$ cat src/rtl/rtc_timekeeper.sv
// Wall-clock timekeeper: sec/min/hour/day driven by a 1 Hz tick, with a 4-phase
// host load handshake and a sticky time-of-day alarm.
module rtc_timekeeper #(
    parameter int unsigned DAY_W = 16
) (
    input  logic             clk,
    input  logic             rst,
    input  logic             tick,
    input  logic             run_en,
    input  logic             set_req,
    input  logic [5:0]       set_sec,
    input  logic [5:0]       set_min,
    input  logic [4:0]       set_hour,
    input  logic [DAY_W-1:0] set_day,
    output logic             set_ack,
    output logic             set_err,
    input  logic             alm_en,
    input  logic [5:0]       alm_sec,
    input  logic [5:0]       alm_min,
    input  logic [4:0]       alm_hour,
    input  logic             alm_clr,
    output logic             alm_irq,
    output logic [5:0]       sec,
    output logic [5:0]       min,
    output logic [4:0]       hour,
    output logic [DAY_W-1:0] day,
    output logic             sec_pulse
);

    typedef enum logic [1:0] {IDLE, LOAD, ACK} state_t;

    state_t state, state_next;

    logic             advance;
    logic             set_valid;
    logic             alarm_hit;
    logic [5:0]       sec_next;
    logic [5:0]       min_next;
    logic [4:0]       hour_next;
    logic [DAY_W-1:0] day_next;

    // Ticks landing in the LOAD cycle are deliberately dropped.
    assign advance   = tick && run_en && (state != LOAD);
    assign set_valid = (set_sec <= 6'd59) && (set_min <= 6'd59) && (set_hour <= 5'd23);

    always_comb begin
        sec_next  = sec;
        min_next  = min;
        hour_next = hour;
        day_next  = day;
        if (sec == 6'd59) begin
            sec_next = '0;
            if (min == 6'd59) begin
                min_next = '0;
                if (hour == 5'd23) begin
                    hour_next = '0;
                    day_next  = day + 1'b1;
                end else begin
                    hour_next = hour + 5'd1;
                end
            end else begin
                min_next = min + 6'd1;
            end
        end else begin
            sec_next = sec + 6'd1;
        end
    end

    // Next-state values are always in range, so out-of-range alarm settings never hit.
    assign alarm_hit = advance && alm_en && (sec_next == alm_sec) &&
                       (min_next == alm_min) && (hour_next == alm_hour);

    always_comb begin
        state_next = state;
        case (state)
            IDLE:    if (set_req) state_next = LOAD;
            LOAD:    state_next = ACK;
            ACK:     if (!set_req) state_next = IDLE;
            default: state_next = IDLE;
        endcase
    end

    always_ff @(posedge clk or negedge rst) begin
        if (!rst) begin
            state <= IDLE;
        end else begin
            state <= state_next;
        end
    end

    always_ff @(posedge clk or negedge rst) begin
        if (!rst) begin
            sec       <= '0;
            min       <= '0;
            hour      <= '0;
            day       <= '0;
            sec_pulse <= 1'b0;
            alm_irq   <= 1'b0;
            set_ack   <= 1'b0;
            set_err   <= 1'b0;
        end else begin
            sec_pulse <= advance;
            if (advance) begin
                sec  <= sec_next;
                min  <= min_next;
                hour <= hour_next;
                day  <= day_next;
            end else if (state == LOAD && set_valid) begin
                sec  <= set_sec;
                min  <= set_min;
                hour <= set_hour;
                day  <= set_day;
            end

            if (alarm_hit) begin
                alm_irq <= 1'b1;
            end else if (alm_clr) begin
                alm_irq <= 1'b0;
            end

            case (state)
                LOAD: begin
                    set_ack <= 1'b1;
                    set_err <= !set_valid;
                end
                ACK: begin
                    if (!set_req) begin
                        set_ack <= 1'b0;
                        set_err <= 1'b0;
                    end
                end
                default: ;
            endcase
        end
    end

endmodule

$ cat config.mk
export PLATFORM = sky130hd
export DESIGN_NAME = rtc_timekeeper
export DESIGN_NICKNAME = d
export VERILOG_FILES = /design/src/rtl/rtc_timekeeper.sv
export SDC_FILE = /design/constraint.sdc
export NUM_CORES = 1
export LEC_CHECK = 0
export ABC_AREA = 0
export ABC_CLOCK_PERIOD_IN_PS = 2400
export BUFFER_PORTS_ARGS = -buffer_cell sky130_fd_sc_hd__buf_4
export CELL_PAD_IN_SITES_DETAIL_PLACEMENT = 1
export CELL_PAD_IN_SITES_GLOBAL_PLACEMENT = 1
export CORE_MARGIN = 3
export CORE_UTILIZATION = 33
export DETAILED_ROUTE_END_ITERATION = 8
export PLACE_DENSITY = 0.86
export SETUP_SLACK_MARGIN = 0.05
export SYNTH_ARGS = -nofsm -noshare
export SYNTH_HDL_FRONTEND = slang
export SYNTH_SLANG_ARGS = --single-unit
export TNS_END_PERCENT = 100
$ cat constraint.sdc
create_clock -name clk -period 2.4 [get_ports clk]
set_input_delay 0.12 -clock clk [delete_from_list [all_inputs] [get_ports clk]]
set_output_delay 0.12 -clock clk [all_outputs]
set_load 0.02 [all_outputs]
# == Yosys cells after proc, flatten, opt, wreduce, memory -nomap -nowiden ==
# Cells that the tools add are included.
# op_classes
div_mod_pow,0
shifts,0
eq_ne,14
n_mux,25
multipliers,0
add_sub_neg,4
bitwise_logic,0
reduce_logical,17
order_cmp,3
# ops
cell,count
$mux 16,5
$mux 6,7
$mux 5,5
$add 16x1->16 const B,1
$add 6x1->6 const B,2
$eq 6x6->1,2
$eq 6x6->1 const B,2
$le 6x6->1 const B,2
$logic_and 1x1->1,9
$ne 2x1->1 const B,4
$pmux 2 s3,1
$reduce_bool 2->1,3
$add 5x1->5 const B,1
$eq 5x5->1,1
$eq 5x5->1 const B,1
$le 5x5->1 const B,1
$mux 2,2
$ne 2x2->1 const B,2
$pmux 1 s2,2
$reduce_and 2->1,2
$reduce_and 4->1,1
$mux 1,3
$eq 2x1->1 const B,1
$eq 2x2->1 const B,1
2 further kinds,2
# word_totals
elab_cells,72
output_inout_bits,37
mem_bits_ro,0
regBits,39
ramBits,0
latchBits,0
n_memories,0

# == Depth between registers and ports, before layout ==
# depth
depth_word,7
ltp_mapped,10

# == Worst setup path before layout ==
# No wires, ideal clock.
# synth_path
path_kind,reg-to-reg
from,reg sec[0]
to,reg alm_irq
setup_time_ns,0.095
n_path_buf,2
arrival_time_ns,2.553
slack_ns,-0.248
path_stages_with_launch,10
path_cell_list,dfrtp_1 -> ha_1 -> buf_2 -> nand2_2 -> or4_4 -> buf_6 -> o21ai_2 -> a21oi_1 -> or4_1 -> o32ai_2
# synth_via
elab_chain_len,7
# synth_rtl
item,line,source
from (decl),23,"output logic [5:0] sec,"
from (signal assigned),104,sec <= sec_next;
from (signal assigned),109,sec <= set_sec;
$add 6x1->6 / $eq 6x6->1 (equally long branches),"65, 51",
$mux 6,51,if (sec == 6'd59) begin
$eq 6x6->1,70,assign alarm_hit = advance && alm_en && (sec_next == alm_sec) &&
$logic_and 1x1->1 (2 in series),70,
$logic_and 1x1->1 *,71,(min_next == alm_min) && (hour_next == alm_hour);
$mux 1 / $reduce_bool 2->1 (equally long branches),n/a,
to (signal assigned),98,alm_irq <= 1'b0;
to (signal assigned),116,alm_irq <= 1'b1;
to (signal assigned),118,alm_irq <= 1'b0;
to (decl),22,"output logic alm_irq,"
# Every way passes the cells marked *; elsewhere a longest branch is shown, timed or not.
# A chain may end at the register's enable or synchronous reset.

# == Final worst setup path ==
# layout_path
from,reg min[5]
to,reg alm_irq
# layout_via
elab_chain_len,7
# layout_rtl
item,line,source
from (decl),24,"output logic [5:0] min,"
from (signal assigned),105,min <= min_next;
from (signal assigned),110,min <= set_min;
$add 6x1->6 / $eq 6x6->1 (equally long branches),"62, 53",
$mux 6,53,if (min == 6'd59) begin
$mux 6,51,
$eq 6x6->1,71,
$logic_and 1x1->1,70,
$logic_and 1x1->1 *,71,
$mux 1 / $reduce_bool 2->1 (equally long branches),n/a,
# Marks and branches as above.

==> metrics.md <==
| Metric | Value |
|---|---|
| CTS Sinks | 39 |
| Setup Viol. Count Final | 0 |
| Share of the synthesized area in the top cell type | 0.342 |
| 1st-iter DRT viols | roughly 160 |
| Sequential power share | 0.300 |
| Seq/Total Area, Yosys | 0.342 |
| Wire per inst | ~19 um |
| Synth Register Bits | 39 |
| HP Class | in2reg |
| GRT overflow | 0 |
| Crit path cell chain | nand3_2 > buf_4 > or4_4 > o21ai_2 > a21oi_1 > or4_1 > o32ai_2 |
| Clock latency on the worst-skew pair | roughly 300 ps |
| Most numerous cell in the Yosys netlist | dfrtp_1 |
| Critical path endpoint category | register |
| Initial antenna violation count | 0 |
| CP max FO | 8 |
| RSZ-0062 raised after global routing | true |
| CP arrival | roughly 2500 ps |
| Distinct cell type count after synthesis | 67 |
| Final WL | between 10,000 and 15,000 um |
| Dominant cells by area after synthesis | dfrtp_1 34%, o21ai_0 5.3%, a21oi_1 4.6% |
| Vias per cell | approximately 5.8 |
| Comb pwr share | 0.598 |
| Root buffer cell | clkbuf_8 |
| Chip height | approximately 99 um |
| Slew Limit Fails | 0 |
| Sw Share | 0.478 |
| Clk pwr share | 0.102 |
| Hpwl dp | between 8000 and 9000 um |
| Layout Utilization | 0.483 |
| Syn Nets | about 400 |
| # fillers | roughly 1,000 |
| Die X | just under 100 um |
| First-pass iteration count of the detailed router | 4 |
| CTS tree | done |
| Antenna viol nets, final | 0 |
| Clock-pin slew on the worst setup and hold paths | about 80 ps |
| Initial core utilization | 0.344 |
| Final Cell Area | around 4000 um2 |
| Core area | about 8300 um2 |
| YS warnings | 0 |
| Net Switching | approximately 2200 uW |
| GR Util All Layers | 0.220 |
| Max-cap check violation count | 0 |
| CTS Buf Count | 5 |
| IO buf count | between 90 and 100 |
| H-tree depth | 2 |
| Worst-margin pin slew | around 680 ps |
| Share of post-route cells with drive strength above 1 | 0.343 |
| Vias in the first global route | roughly 3,400 |
| Post-synth EDFFs | 0 |
| Mean area per synthesized cell | between 8 and 9 um2 |
| Cell taking the most area after synthesis | dfrtp_1 |
| Outcome | completed |
| Max stage delay on crit path | between 600 and 700 ps |
| Area after DPL | a little under 4000 um2 |
| Slowest CP cell | or4_4 |
| Clock buffer depth | 2 |
| Die area | about 9800 um2 |
| Max Fclk | 440 MHz |
| Crit path required time | around 2600 ps |
| Pwr dens | around 1100 nW/um2 |
| Top cells by count, synth | 39 x dfrtp_1, 33 x nand2_1, 30 x o21ai_0 |
| P_int | ~2400 uW |
| First-pass GRT wire length | 17,400 um |
| DR vias | approximately 3,200 |
| Synthesis-to-finish area growth | 40.4% |
| # DRC | 0 |
| Gate Count Post-Synth | between 300 and 400 |
| Fin crit share | 0.947 |
| Site Rows | 33 |
| Worst Setup Start Kind | register |
| Peak supply drop | about 430 uV |
| Largest net degree at the start of global routing | 40 |
| Sum Neg Setup Slack | 0 ps |
| Worst Setup Path Type | reg2reg |
| Fin. Hold Viols | 0 |
| Slew HR | 0.536 |
| Min cycle time layout | about 2300 ps |
| Ys flop type | dfrtp_1 |
| GP Congestion | roughly 0.89 |
| Skew final | about 7.6 ps |
| Async set or reset register ratio after synthesis | 1.00 |
| Final Net Count | around 500 |
| Mapped cell area | ~2900 um2 |
| Leak pwr | ~0.0017 uW |
| Diodes inserted | 0 |
| Postcts setup bufs | 0 |
| Ports | between 90 and 100 |
[sequential cells by signal, indices dropped and copies added, names as in the netlist]
name	cells
alm_irq	1
day	16
hour	5
min	6
sec	6
sec_pulse	1
set_ack	1
set_err	1
state	2
[logic make-up after synthesis]
logic type	Yosys count	synth area share
AND/OR/NAND/NOR	127	0.241
AO/OA/AOI/OAI	122	0.290
flip-flops	39	0.342
buffers and inverters	29	0.0456
XOR/XNOR	14	0.0430
multiplexers	6	0.0211
adder cells (fa/ha/maj)	4	0.0175
[repair_timing]
item / CTS / global route
resized for setup: 1 / 13
endpoints found under the hold margin: 39 / 0
hold buffers: 1 / 0
setup endpoints to repair: 1 / 9
pin swaps: 0 / 2
[per-stage QoR]
stage	power, uW	hold slack, ps	cells	worst slack [ps]
4_1_cts	4480	1.05	557	55.9
3_3_place_gp	3900	145	549	128
5_1_grt	4830	2.29	557	39.8
3_5_place_dp	4010	148	549	57.4
6_report	4510	12.6	557	128
2_1_floorplan	2830	-176	341	42.0
[area by class of cell]
type                            count  area, um2  area share
Sequential cell                    39        981       0.245
Timing Repair Buffer              121        936       0.234
Tap cell                          105        131      0.0328
Clock inverter                      2       13.8     0.00344
Clock buffer                        5       68.8      0.0172
Inverter                           12       45.0      0.0112
Multi-Input combinational cell    273       1830       0.457
[layer usage]
metal | vias to the layer above | GRT usage | part of all wire
li1 | 1528 | - | -
met1 | 1590 | 0.270 | 0.43
met2 | 88 | 0.390 | 0.51
met3 | 12 | 0.0538 | 0.060
met4 | 0 | 0.0452 | 0.0077
met5 | - | 0 | 0
[critical path, delay by kind of cell, from the launching register on]
family                 cells  cell delay (ps)
AND/OR/NAND/NOR            3             1140
AO/OA/AOI/OAI              3              440
flip-flops                 1              410
buffers and inverters      1              180
[cell usage in the layout (no fill, tap or decap), types with 8 or more instances in the layout]
cell / instances
nand2_1: 33
nand4_1: 8
buf_4: 118
nor2_1: 21
inv_1: 11
dfrtp_1: 35
a21oi_1: 26
nand3_1: 14
o21ai_0: 29
[power by group through the flow]
stage	registers, uW	logic (uW)	clock network [uW]
floorplan	1630	1190	0
global placement	1320	2580	0
detailed placement	1340	2660	0
CTS	1340	2670	469
global route	1410	2930	500
finish	1350	2700	459
[path summary, 6_finish.rpt]
path / start / to / slack [ps] / cells past startpoint
min in group asynchronous: rst / day[10]$_DFFE_PN0P_ / 330 / 2
min: alm_clr / alm_irq$_DFFE_PN0P_ / 10 / 2
max in group asynchronous: rst / sec[1]$_DFFE_PN0P_ / 1660 / 2
max reg2reg: min[5]$_DFFE_PN0P_ / alm_irq$_DFFE_PN0P_ / 130 / 7
min reg2reg: state[1]$_DFFE_PN0P_ / state[0]$_DFFE_PN0P_ / 530 / 1
max: min[5]$_DFFE_PN0P_ / alm_irq$_DFFE_PN0P_ / 130 / 7
Power figures use the tool's default switching activity.
